===== config.mk =====
export PLATFORM = sky130hd
export DESIGN_NAME = down_counter_timer_flat
export DESIGN_NICKNAME = d
export VERILOG_FILES = /design/src/rtl/down_counter_pkg.sv /design/src/rtl/down_counter_timer_if.sv /design/src/rtl/down_counter_timer_tick_prescaler.sv /design/src/rtl/down_counter_timer.sv /design/src/flat_wrapper.sv
export SDC_FILE = /design/constraint.sdc
export NUM_CORES = 1
export LEC_CHECK = 0
export ABC_AREA = 0
export BUFFER_PORTS_ARGS = -buffer_cell sky130_fd_sc_hd__buf_2
export CORE_MARGIN = 2
export CORE_UTILIZATION = 40
export DETAILED_ROUTE_END_ITERATION = 10
export SLEW_MARGIN = 0
export SYNTH_ARGS = -nofsm -noshare
export SYNTH_HDL_FRONTEND = slang
export SYNTH_HIERARCHICAL = 1
export SYNTH_SLANG_ARGS = --single-unit

===== constraint.sdc =====
create_clock -name clk -period 3.6 [get_ports clk]
set_input_delay 0.72 -clock clk [delete_from_list [all_inputs] [get_ports clk]]
set_output_delay 0.72 -clock clk [all_outputs]
set_load 0.01 [all_outputs]

===== src/rtl/down_counter_pkg.sv =====
// Shared types and constants for the down-counting timer and its prescaler.
package down_counter_pkg;

    localparam int DEFAULT_WIDTH = 4;

    typedef enum logic [1:0] {
        IDLE    = 2'b00,
        RUN     = 2'b01,
        EXPIRED = 2'b10
    } state_t;

endpackage


===== src/rtl/down_counter_timer_if.sv =====
// Control/status bundle between a timer user (master) and the timer (slave).
interface down_counter_timer_if
    import down_counter_pkg::*;
#(
    parameter int WIDTH = DEFAULT_WIDTH
);
    logic             en;
    logic             load;
    logic [WIDTH-1:0] load_val;
    logic             start;
    logic             stop;
    logic             auto_reload;
    logic [WIDTH-1:0] q;
    logic             zero;
    logic             underflow;
    logic             busy;

    modport master (
        output en, load, load_val, start, stop, auto_reload,
        input  q, zero, underflow, busy
    );

    modport slave (
        input  en, load, load_val, start, stop, auto_reload,
        output q, zero, underflow, busy
    );
endinterface


===== src/rtl/down_counter_timer_tick_prescaler.sv =====
// Divides en-high cycles by PRESCALE; tick is high on the last cycle of each group.
module tick_prescaler
    import down_counter_pkg::*;
#(
    parameter int PRESCALE = 4
) (
    input  logic clk,
    input  logic reset,
    input  logic clr,
    input  logic en,
    output logic tick
);
    localparam int             CW   = $clog2(PRESCALE) + 1;
    localparam logic [CW-1:0]  LAST = CW'(PRESCALE - 1);

    logic [CW-1:0] cnt;

    assign tick = en && (cnt == LAST);

    always_ff @(posedge clk or posedge reset) begin
        if (reset) begin
            cnt <= '0;
        end else if (clr) begin
            cnt <= '0;
        end else if (en) begin
            cnt <= tick ? '0 : cnt + 1'b1;
        end
    end
endmodule


===== src/rtl/down_counter_timer.sv =====
// Down-counting interval timer with one-shot / auto-reload modes.
// Define DOWN_COUNTER_PRESCALE_EN to divide en by PRESCALE before decrementing.
module down_counter_timer
    import down_counter_pkg::*;
#(
    parameter int WIDTH    = DEFAULT_WIDTH,
    parameter int PRESCALE = 4
) (
    input  logic                clk,
    input  logic                reset,
    down_counter_timer_if.slave bus
);
    if (WIDTH < 2) begin : g_bad_width
        $error("down_counter_timer: WIDTH must be >= 2");
    end
    if (PRESCALE < 1) begin : g_bad_prescale
        $error("down_counter_timer: PRESCALE must be >= 1");
    end

    state_t           state;
    logic [WIDTH-1:0] q;
    logic [WIDTH-1:0] reload;
    logic             underflow;
    logic             busy;
    logic             tick;

`ifdef DOWN_COUNTER_PRESCALE_EN
    // Prescaler only advances while running; any control action restarts its group.
    tick_prescaler #(
        .PRESCALE (PRESCALE)
    ) u_prescaler (
        .clk   (clk),
        .reset (reset),
        .clr   (bus.load || bus.start || bus.stop),
        .en    (bus.en && (state == RUN)),
        .tick  (tick)
    );
`else
    assign tick = bus.en;
`endif

    always_ff @(posedge clk or posedge reset) begin
        if (reset) begin
            state     <= IDLE;
            q         <= '0;
            reload    <= '0;
            underflow <= 1'b0;
            busy      <= 1'b0;
        end else begin
            underflow <= 1'b0;
            if (bus.load) begin
                q      <= bus.load_val;
                reload <= bus.load_val;
                state  <= bus.start ? RUN : IDLE;
                busy   <= bus.start;
            end else if (bus.stop) begin
                if (state == RUN) begin
                    state <= IDLE;
                    busy  <= 1'b0;
                end
            end else if (bus.start) begin
                // Resuming from IDLE keeps q; restarting after expiry reloads it.
                if (state == EXPIRED) begin
                    q <= reload;
                end
                state <= RUN;
                busy  <= 1'b1;
            end else if (state == RUN && tick) begin
                if (q != '0) begin
                    q <= q - 1'b1;
                end else begin
                    underflow <= 1'b1;
                    if (bus.auto_reload) begin
                        q <= reload;
                    end else begin
                        state <= EXPIRED;
                        busy  <= 1'b0;
                    end
                end
            end
        end
    end

    assign bus.q         = q;
    assign bus.zero      = (q == '0);
    assign bus.underflow = underflow;
    assign bus.busy      = busy;
endmodule


===== src/flat_wrapper.sv =====
// flat-port wrapper written by rule: the top's interface ports become plain ports
module down_counter_timer_flat import down_counter_pkg::*;
#(
    parameter int WIDTH    = DEFAULT_WIDTH,
    parameter int PRESCALE = 4
)
  (clk, reset, bus_en, bus_load, bus_load_val, bus_start, bus_stop, bus_auto_reload, bus_q, bus_zero, bus_underflow, bus_busy);
  down_counter_timer_if #(.WIDTH(WIDTH)) bus_i ();
  input  logic clk;
  input  logic reset;
  input wire logic [$bits(bus_i.en)-1:0] bus_en;
  input wire logic [$bits(bus_i.load)-1:0] bus_load;
  input wire logic [$bits(bus_i.load_val)-1:0] bus_load_val;
  input wire logic [$bits(bus_i.start)-1:0] bus_start;
  input wire logic [$bits(bus_i.stop)-1:0] bus_stop;
  input wire logic [$bits(bus_i.auto_reload)-1:0] bus_auto_reload;
  output wire logic [$bits(bus_i.q)-1:0] bus_q;
  output wire logic [$bits(bus_i.zero)-1:0] bus_zero;
  output wire logic [$bits(bus_i.underflow)-1:0] bus_underflow;
  output wire logic [$bits(bus_i.busy)-1:0] bus_busy;
  assign bus_i.en = bus_en;
  assign bus_i.load = bus_load;
  assign bus_i.load_val = bus_load_val;
  assign bus_i.start = bus_start;
  assign bus_i.stop = bus_stop;
  assign bus_i.auto_reload = bus_auto_reload;
  assign bus_q = bus_i.q;
  assign bus_zero = bus_i.zero;
  assign bus_underflow = bus_i.underflow;
  assign bus_busy = bus_i.busy;
  down_counter_timer #(.WIDTH(WIDTH), .PRESCALE(PRESCALE)) u_core (.clk(clk), .reset(reset), .bus(bus_i));
endmodule

# Word level (Yosys, flattened, before mapping)
# Cells that the tools add are included.
# Widths: inputs -> output; s select.
[totals]
register_bits = 12
word_cells = 48
[classes]
n_eq_ne = 7
n_reduce_logical = 8
n_mux = 27
addsub = 1
[ops]
columns = ["operator", "n"]
rows = [
  ["$mux 4", 7],
  ["$mux 2", 7],
  ["$mux 1", 13],
  ["$reduce_bool 4->1", 3],
  ["$ne 4x4->1 const B", 2],
  ["$reduce_and 4->1", 2],
  ["$ne 3x2->1 const B", 2],
  ["$logic_not 4->1", 1],
  ["$sub 4x1->4 const B", 1],
  ["$reduce_bool 3->1", 1],
  ["$eq 2x1->1 const B", 1],
  ["$eq 2x2->1 const B", 1],
  ["$ne 2x2->1 const B", 1],
  ["$logic_and 1x1->1", 1],
]

# Logic depth before layout (Yosys ltp)
# Gate-level depths: netlist of the first run.
[logic_depth]
ltp_word = 6
depth_mapped = 6
ltp_nobuf = 6

# Worst setup path before layout of the first run
# No wires, ideal clock.
[synth_path]
kind = "register -> register"
from = "reg u_core.q[0] (netlist: u_core/bus.q[0])"
to = "reg u_core.q[0] (netlist: u_core/bus.q[0])"
arrival_time_ns = 1.907
path_buffers = 0
path_stages_with_launch = 7
path_slack_ns = 1.571
setup_ns = 0.122
required_time_ns = 3.478
cell_sequence = "dfrtp_1 -> inv_1 -> ha_1 -> or4b_1 -> a311o_1 -> nand2b_4 -> o2111a_1"
[synth_via]
elab_chain_cells = 6
elab_cells_between_ends = 9
classes_between = "1 x add/sub; 5 x mux; 3 x reduce/logical"
[synth_lines]
columns = ["element", "line", "rtl"]
rows = [
  ["start: declaration", "down_counter_timer.sv:21", "logic [WIDTH-1:0] q;"],
  ["start signal: assignment", "down_counter_timer.sv:52", "q <= bus.load_val;"],
  ["start signal: assignment", "down_counter_timer.sv:64", "q <= reload;"],
  ["start signal: assignment", "down_counter_timer.sv:70", "q <= q - 1'b1;"],
  ["$sub 4x1->4 / $reduce_bool 4->1 (equally long branches)", "down_counter_timer.sv:70, down_counter_timer.sv:69", ""],
  ["$mux 4", "down_counter_timer.sv:69", "if (q != '0) begin"],
  ["$mux 4", "down_counter_timer.sv:68", "end else if (state == RUN && tick) begin"],
  ["$mux 4", "down_counter_timer.sv:61", "end else if (bus.start) begin"],
  ["$mux 4", "down_counter_timer.sv:56", "end else if (bus.stop) begin"],
  ["$mux 4", "down_counter_timer.sv:51", "if (bus.load) begin"],
]
# Parallel ways exist; a longest one is shown, timed or not. The select of a mux whose other input is x is not followed.
# A chain may end at the register's enable or synchronous reset.

# Worst setup path after layout of the first run
[layout_path]
from = "reg u_core.q[0] (netlist: u_core/bus.q[0])"
to = "out bus_zero"
[layout_via]
elab_chain_cells = 1
[layout_lines]
columns = ["element", "line", "rtl"]
rows = [
  ["$logic_not 4->1", "down_counter_timer.sv:85", "assign bus.zero = (q == '0);"],
  ["end: declaration", "flat_wrapper.sv:18", "output wire logic [$bits(bus_i.zero)-1:0] bus_zero;"],
]
# No other way between the ends.

==> results of run 1 <==
==> sequential cells by signal (all words and copies together) (netlist names) <==
register,cells
u_core/bus.underflow,1
u_core/state,2
u_core/reload,4
u_core/bus.q,4
==> final cells by class <==
type | instances | area [sq um]
Inverter | 10 | 37.54
Tap cell | 16 | 20.02
Timing Repair Buffer | 17 | 85.08
Sequential cell | 11 | 275.3
Fill cell | 156 | 747.0
Clock buffer | 4 | 26.28
Multi-Input combinational cell | 52 | 350.3
==> power by group <==
group	leakage, uW	internal [uW]	switching, uW
Sequential	0.000134	135	14.6
Combinational	0.000232	34.3	40.6
Clock	0.0000150	42.9	40.5
Total	0.000381	212	95.7
==> per-layer routing <==
layer  global-route usage  wire (um)  up-vias
met3              0.08000        110        2
met4              0.03529         13        0
met2               0.2457        674       22
met1               0.2513        741      299
met5                    0          0        -
li1                     -          -      312
==> through the flow <==
stage / util / instance area, sq um / instances
after floorplan: - / 670.6 / 75
after global routing: 0.5154 / 794.5 / 110
final: 0.5154 / 794.5 / 110
after detailed placement: 0.4984 / 768.2 / 106
after CTS: 0.5154 / 794.5 / 110
after global placement: 0.4984 / 768.2 / 106
==> kinds of logic (layout without fill, tap and decap cells) <==
group | count (synthesis) | in the layout | synth area share
AOI/OAI and AO/OA | 23 | 23 | 0.2314
buffers and inverters | 12 | 31 | 0.06717
and+or+nand+nor | 27 | 27 | 0.2556
muxes | 1 | 1 | 0.01679
adders and majority gates | 1 | 1 | 0.01865
DFF | 11 | 11 | 0.4104
==> placed cells by master (no fill, tap or decap), types with 2 or more instances in the layout <==
cell and instances:
sky130_fd_sc_hd__clkbuf_4 3, sky130_fd_sc_hd__nand2_1 5, sky130_fd_sc_hd__a31oi_1 3, sky130_fd_sc_hd__nor3_1 3, sky130_fd_sc_hd__o21ai_0 6, sky130_fd_sc_hd__nor2_1 7, sky130_fd_sc_hd__and3b_1 2, sky130_fd_sc_hd__a21oi_1 4
sky130_fd_sc_hd__o221ai_1 2, sky130_fd_sc_hd__dfrtp_1 11, sky130_fd_sc_hd__inv_1 10, sky130_fd_sc_hd__buf_2 17
==> worst max path at each step <==
stage                     from              end  slack, ns
6_report       u_core/bus.q[0]         bus_zero       1.17
5_1_grt        u_core/bus.q[0]         bus_zero       0.99
4_1_cts        u_core/bus.q[0]         bus_zero       1.16
3_5_place_dp   bus_auto_reload  u_core/bus.q[0]       1.42
3_3_place_gp   bus_auto_reload  u_core/bus.q[0]       1.42
2_1_floorplan  u_core/bus.q[0]  u_core/bus.q[0]       1.57
==> worst max-delay path, cell delays in order, from the launching register on <==
cell                      delay (ns)
sky130_fd_sc_hd__dfrtp_1        0.41
sky130_fd_sc_hd__inv_1          0.15
sky130_fd_sc_hd__ha_1           0.26
sky130_fd_sc_hd__nor3b_2        0.41
sky130_fd_sc_hd__buf_2          0.21
==> results.cfg, run 1 <==
[status]
run_status = completed

[power_and_ir_drop]
worst_ir_drop_vdd_v = 0.0002838
power-per-cell-area_nw_per_um2 = 387.9
cellLeakagePower_uw = 0.0003807
report.power.total_uw = 308.2

[yosys]
postSynth.asyncResetShare = 1.000
share_of_synthesized_area_occupied_by_flip_flops_and_latches = 0.4104
yosysWarningCount = 6
syn_area_per_cell_sq_um = 8.942
number_of_flops_mapped_to_enable_cells_by_yosys = 0
synth.area.top_cells = sky130_fd_sc_hd__dfrtp_1 (41%), sky130_fd_sc_hd__inv_1 (5.6%), sky130_fd_sc_hd__o21ai_0 (4.5%)
synth_seq_cells = 11
synth_largest_area_cell = sky130_fd_sc_hd__dfrtp_1
postSynthCellCount = 75
synth_fp_nets = 87
synth_common_cells = sky130_fd_sc_hd__dfrtp_1 (11), sky130_fd_sc_hd__inv_1 (10), sky130_fd_sc_hd__nor2_1 (7), sky130_fd_sc_hd__o21ai_0 (6), sky130_fd_sc_hd__nand2_1 (5)
synthDominantCellAreaShare = 0.4104
count_of_cell_types_in_the_netlist = 31
synth_flop_cell = sky130_fd_sc_hd__dfrtp_1
yosysMostFrequentCell = sky130_fd_sc_hd__dfrtp_1
syn_area_sq_um = 670.6

[die]
initial_cell_density_of_the_core = 0.4351
num_io_pins = 18
floorplan.core_area_sq_um = 1541
die-width_um = 44.95
core.rowCount = 14
floorplan.die_area_sq_um = 2020
die-height_um = 44.95

[sta]
worst_slew_pin_slew_ns = 0.4304
final_setup_margin_ns = 1.175
maxSlewViolCount = 0
finalSetupViolations = 0
clock_skew_ns = 0.0004519
layout_worst_path_cycle_share = 0.6736
final-hold-violation-count = 0
slew_headroom = 0.7128
unrepaired_setup_endpoints_after_global_routing = no
min_period_ns = 2.425
fin_tns_setup_ns = 0
hold_slack_ns = 0.4364
peak_clock_frequency_supported_by_timing_ghz = 0.4124

[min_path]
hp-class = in2async

[detailed_routing]
drt.antenna.violating_nets = 0
detail_route.iter0.violations = 4
total_vias_in_the_final_route = 635
detail_route.wirelength_um = 1540
drcViolationCount = 0
average_wire_per_standard_cell_um = 14.00
via_per_inst = 5.773
drtPass1Iterations = 4

[worst_setup_path]
path_max_fanout = 7
reg2reg_setup_slack_ns = 1.45
timing.rr.start = u_core/bus.q[0]
data_required_critical_path_ns = 2.88
worst-r2r-cell-count = 6
worst_setup_path_end_kind = primary output
worst_r2r_endpoint = u_core/bus.q[0]
critPathArrivalTime_ns = 1.71
startpoint_type = flop
setup.worst_path.class = reg2out

[grt]
pin_count_of_the_biggest_net_entering_global_routing = 16
global_route_wire_length_before_repair_um = 2504
grt_util_all_layers = 0.1762
number_of_global_route_vias_before_repair = 501
grt_antenna_before_repair = 0
overflow = 0

[place]
detailed_place_hpwl_um = 1094
preCtsSetupSlack_ns = 1.421
gp_routability_congestion = 0.8143
place.port_buffers = 17

[clock_tree]
postCtsHoldBufs = 0
clockBufferDepth = 2
cts.repair.resized = 0
cts_made_buffers = 3
tritoncts_num_sinks = 11
post_cts_repair_setup_buffers = 0
cts_tree = yes
clk_pin_slew_ns = 0.07
insertion_delay_ns = 0.26
cts_htree_levels = 1
clk_root_buffer_cell = sky130_fd_sc_hd__clkbuf_4

[final_layout]
layout-drive-gt1-share = 0.2766
layout.nets = 107
area_growth_syn_to_layout_pct = 18.47
n_antenna_cell = 0

[run]
drv_cap = 0
Note: power is estimated with default switching activity, not from simulation.
==> run 2, diff against run 1 <==
--- a/config.mk
+++ b/config.mk
@@ -5,7 +5,7 @@
 export SDC_FILE = /design/constraint.sdc
 export NUM_CORES = 1
 export LEC_CHECK = 0
-export ABC_AREA = 0
+export ABC_AREA = 1
 export BUFFER_PORTS_ARGS = -buffer_cell sky130_fd_sc_hd__buf_2
 export CORE_MARGIN = 2
 export CORE_UTILIZATION = 40
==> constraint.sdc (replaced) <==
create_clock -name clk -period 2.3 [get_ports clk]
set_input_delay 0.46 -clock clk [delete_from_list [all_inputs] [get_ports clk]]
set_output_delay 0.46 -clock clk [all_outputs]
set_load 0.01 [all_outputs]
==> results.cfg, run 2 <==
[die]
num_io_pins = 18
die-width_um = 45.06
die-height_um = 45.06
core.rowCount = 14
initial_cell_density_of_the_core = 0.4375
floorplan.die_area_sq_um = 2030
floorplan.core_area_sq_um = 1541

[yosys]
number_of_flops_mapped_to_enable_cells_by_yosys = 0
synth_fp_nets = 109
synth_seq_cells = 11
synth_flop_cell = sky130_fd_sc_hd__dfrtp_1
synth_common_cells = sky130_fd_sc_hd__nand2_1 (39), sky130_fd_sc_hd__dfrtp_1 (11), sky130_fd_sc_hd__inv_1 (11), sky130_fd_sc_hd__inv_2 (6), sky130_fd_sc_hd__nand3_1 (6)
yosysWarningCount = 6
synth_largest_area_cell = sky130_fd_sc_hd__dfrtp_1
share_of_synthesized_area_occupied_by_flip_flops_and_latches = 0.4082
syn_area_per_cell_sq_um = 6.953
postSynthCellCount = 97
synth.area.top_cells = sky130_fd_sc_hd__dfrtp_1 (41%), sky130_fd_sc_hd__nand2_1 (22%), sky130_fd_sc_hd__inv_1 (6.1%)
count_of_cell_types_in_the_netlist = 19
synthDominantCellAreaShare = 0.4082
yosysMostFrequentCell = sky130_fd_sc_hd__nand2_1
postSynth.asyncResetShare = 1.000
syn_area_sq_um = 674.4

[grt]
overflow = 0
grt_antenna_before_repair = 0
pin_count_of_the_biggest_net_entering_global_routing = 12
global_route_wire_length_before_repair_um = 2194
grt_util_all_layers = 0.1588
number_of_global_route_vias_before_repair = 514

[power_and_ir_drop]
power-per-cell-area_nw_per_um2 = 694.2
worst_ir_drop_vdd_v = 0.0002923
cellLeakagePower_uw = 0.0004728

[place]
detailed_place_hpwl_um = 1092
gp_routability_congestion = 0.8215
place.port_buffers = 17

[detailed_routing]
detail_route.wirelength_um = 1354
via_per_inst = 4.594
drtPass1Iterations = 4
detail_route.iter0.violations = 11
drcViolationCount = 0
average_wire_per_standard_cell_um = 10.18
drt.antenna.violating_nets = 0
total_vias_in_the_final_route = 611

[sta]
worst_slew_pin_slew_ns = 0.4404
fin_tns_setup_ns = 0
hold_slack_ns = 0.1791
finalSetupViolations = 0
min_period_ns = 1.748
peak_clock_frequency_supported_by_timing_ghz = 0.5719
clock_skew_ns = 0.0002735
layout_worst_path_cycle_share = 0.7602
final-hold-violation-count = 0
maxSlewViolCount = 0
unrepaired_setup_endpoints_after_global_routing = no
slew_headroom = 0.7061

[final_layout]
fillerInstances = 159
n_antenna_cell = 0
final_cell_mix = sky130_fd_sc_hd__nand2_1 (39), sky130_fd_sc_hd__buf_2 (17), sky130_fd_sc_hd__inv_1 (11), sky130_fd_sc_hd__dfrtp_1 (11)
layout.nets = 130
layout-drive-gt1-share = 0.3077
reg_top3 = u_core/bus.q x4, u_core/reload x4, u_core/state x2
mostFrequentLayoutCell = sky130_fd_sc_hd__nand2_1
area_growth_syn_to_layout_pct = 18.74

[clock_tree]
clk_pin_slew_ns = 0.07
cts.repair.resized = 0
tritoncts_num_sinks = 11
clk_root_buffer_cell = sky130_fd_sc_hd__clkbuf_4
cts_tree = yes
cts_htree_levels = 1
post_cts_repair_setup_buffers = 0
insertion_delay_ns = 0.26
cts_made_buffers = 3
clockBufferDepth = 2
postCtsHoldBufs = 0

[worst_setup_path]
startpoint_type = flop
startpoint = u_core/bus.q[0]
path_max_fanout = 6
timing.rr.start = u_core/bus.q[0]
setup.worst_path.class = reg2out
data_required_critical_path_ns = 1.84
critPathArrivalTime_ns = 1.29
worst_setup_path_end_kind = primary output

[status]
run_status = completed

[run]
drv_cap = 0

[min_path]
hp-class = in2async
## run 2: cell types whose count changed after synthesis, moves of 4 or more
cell                      delta
sky130_fd_sc_hd__nand2_1    +34
sky130_fd_sc_hd__inv_2       +6
sky130_fd_sc_hd__nand3_1     +6
sky130_fd_sc_hd__a21oi_1     -4
sky130_fd_sc_hd__nor2_1      -4
## run 2: metal layers
layer,part of all wire,vias up,global-route usage
li1,-,335,-
met1,0.48,260,0.1985
met2,0.47,16,0.2343
met3,0.050,0,0.04800
met4,0,0,0.1059
met5,0,-,0
## run 2: logic make-up (layout without fill, tap and decap cells)
| group | Yosys count | count (layout) | synth area share |
|---|---|---|---|
| flops | 11 | 11 | 0.4082 |
| fa+ha+maj | 1 | 1 | 0.01855 |
| compound gates | 10 | 10 | 0.09463 |
| buf+inv | 18 | 38 | 0.1020 |
| xor+xnor | 1 | 1 | 0.01299 |
| simple gates | 56 | 56 | 0.3636 |
## run 2: worst max-delay path, stage by stage, from the launching register on
cell                      delay [ns]
sky130_fd_sc_hd__dfrtp_1        0.39
sky130_fd_sc_hd__inv_1          0.08
sky130_fd_sc_hd__ha_1           0.24
sky130_fd_sc_hd__nand2_2        0.14
sky130_fd_sc_hd__inv_1          0.04
sky130_fd_sc_hd__buf_2          0.13
## run 2: power by group
| group | total [uW] | leakage (uW) | switching [uW] | internal [uW] |
|---|---|---|---|---|
| clock network | 133 | 0.0000150 | 65.8 | 67.1 |
| registers | 240 | 0.000138 | 23.5 | 217 |
| logic | 183 | 0.000320 | 112 | 70.9 |
## run 2: final cells by class
class | count | area [sq um] | area share
Timing Repair Buffer | 17 | 85.08 | 0.1062
Inverter | 17 | 63.81 | 0.07969
Clock buffer | 4 | 26.28 | 0.03281
Sequential cell | 11 | 275.3 | 0.3438
Tap cell | 16 | 20.02 | 0.02500
Multi-Input combinational cell | 68 | 330.3 | 0.4125
## run 2: metrics by stage
stage	power (uW)	cells	setup WS [ns]	area [sq um]	utilization
finish	555.9	133	0.5516	800.8	0.5195
global route	609.9	133	0.4138	800.8	0.5195
CTS	567.2	133	0.5245	800.8	0.5195
detailed placement	429.8	129	0.8280	774.5	0.5024
global placement	428.6	129	0.8680	774.5	0.5024
floorplan	371.9	97	0.9206	674.4	-
## run 2: final timing paths
| check | depth (start not counted) | to | slack, ns |
|---|---|---|---|
| max | 5 | bus_zero | 0.55 |
| min | 2 | u_core/reload[2] | 0.18 |
| max reg2reg | 7 | u_core/bus.q[2] | 0.87 |
| min reg2reg | 2 | u_core/reload[2] | 0.53 |
| max in group asynchronous | 2 | u_core/bus.q[2] | 1.82 |
| min in group clk | 3 | u_core/reload[3] | 0.43 |
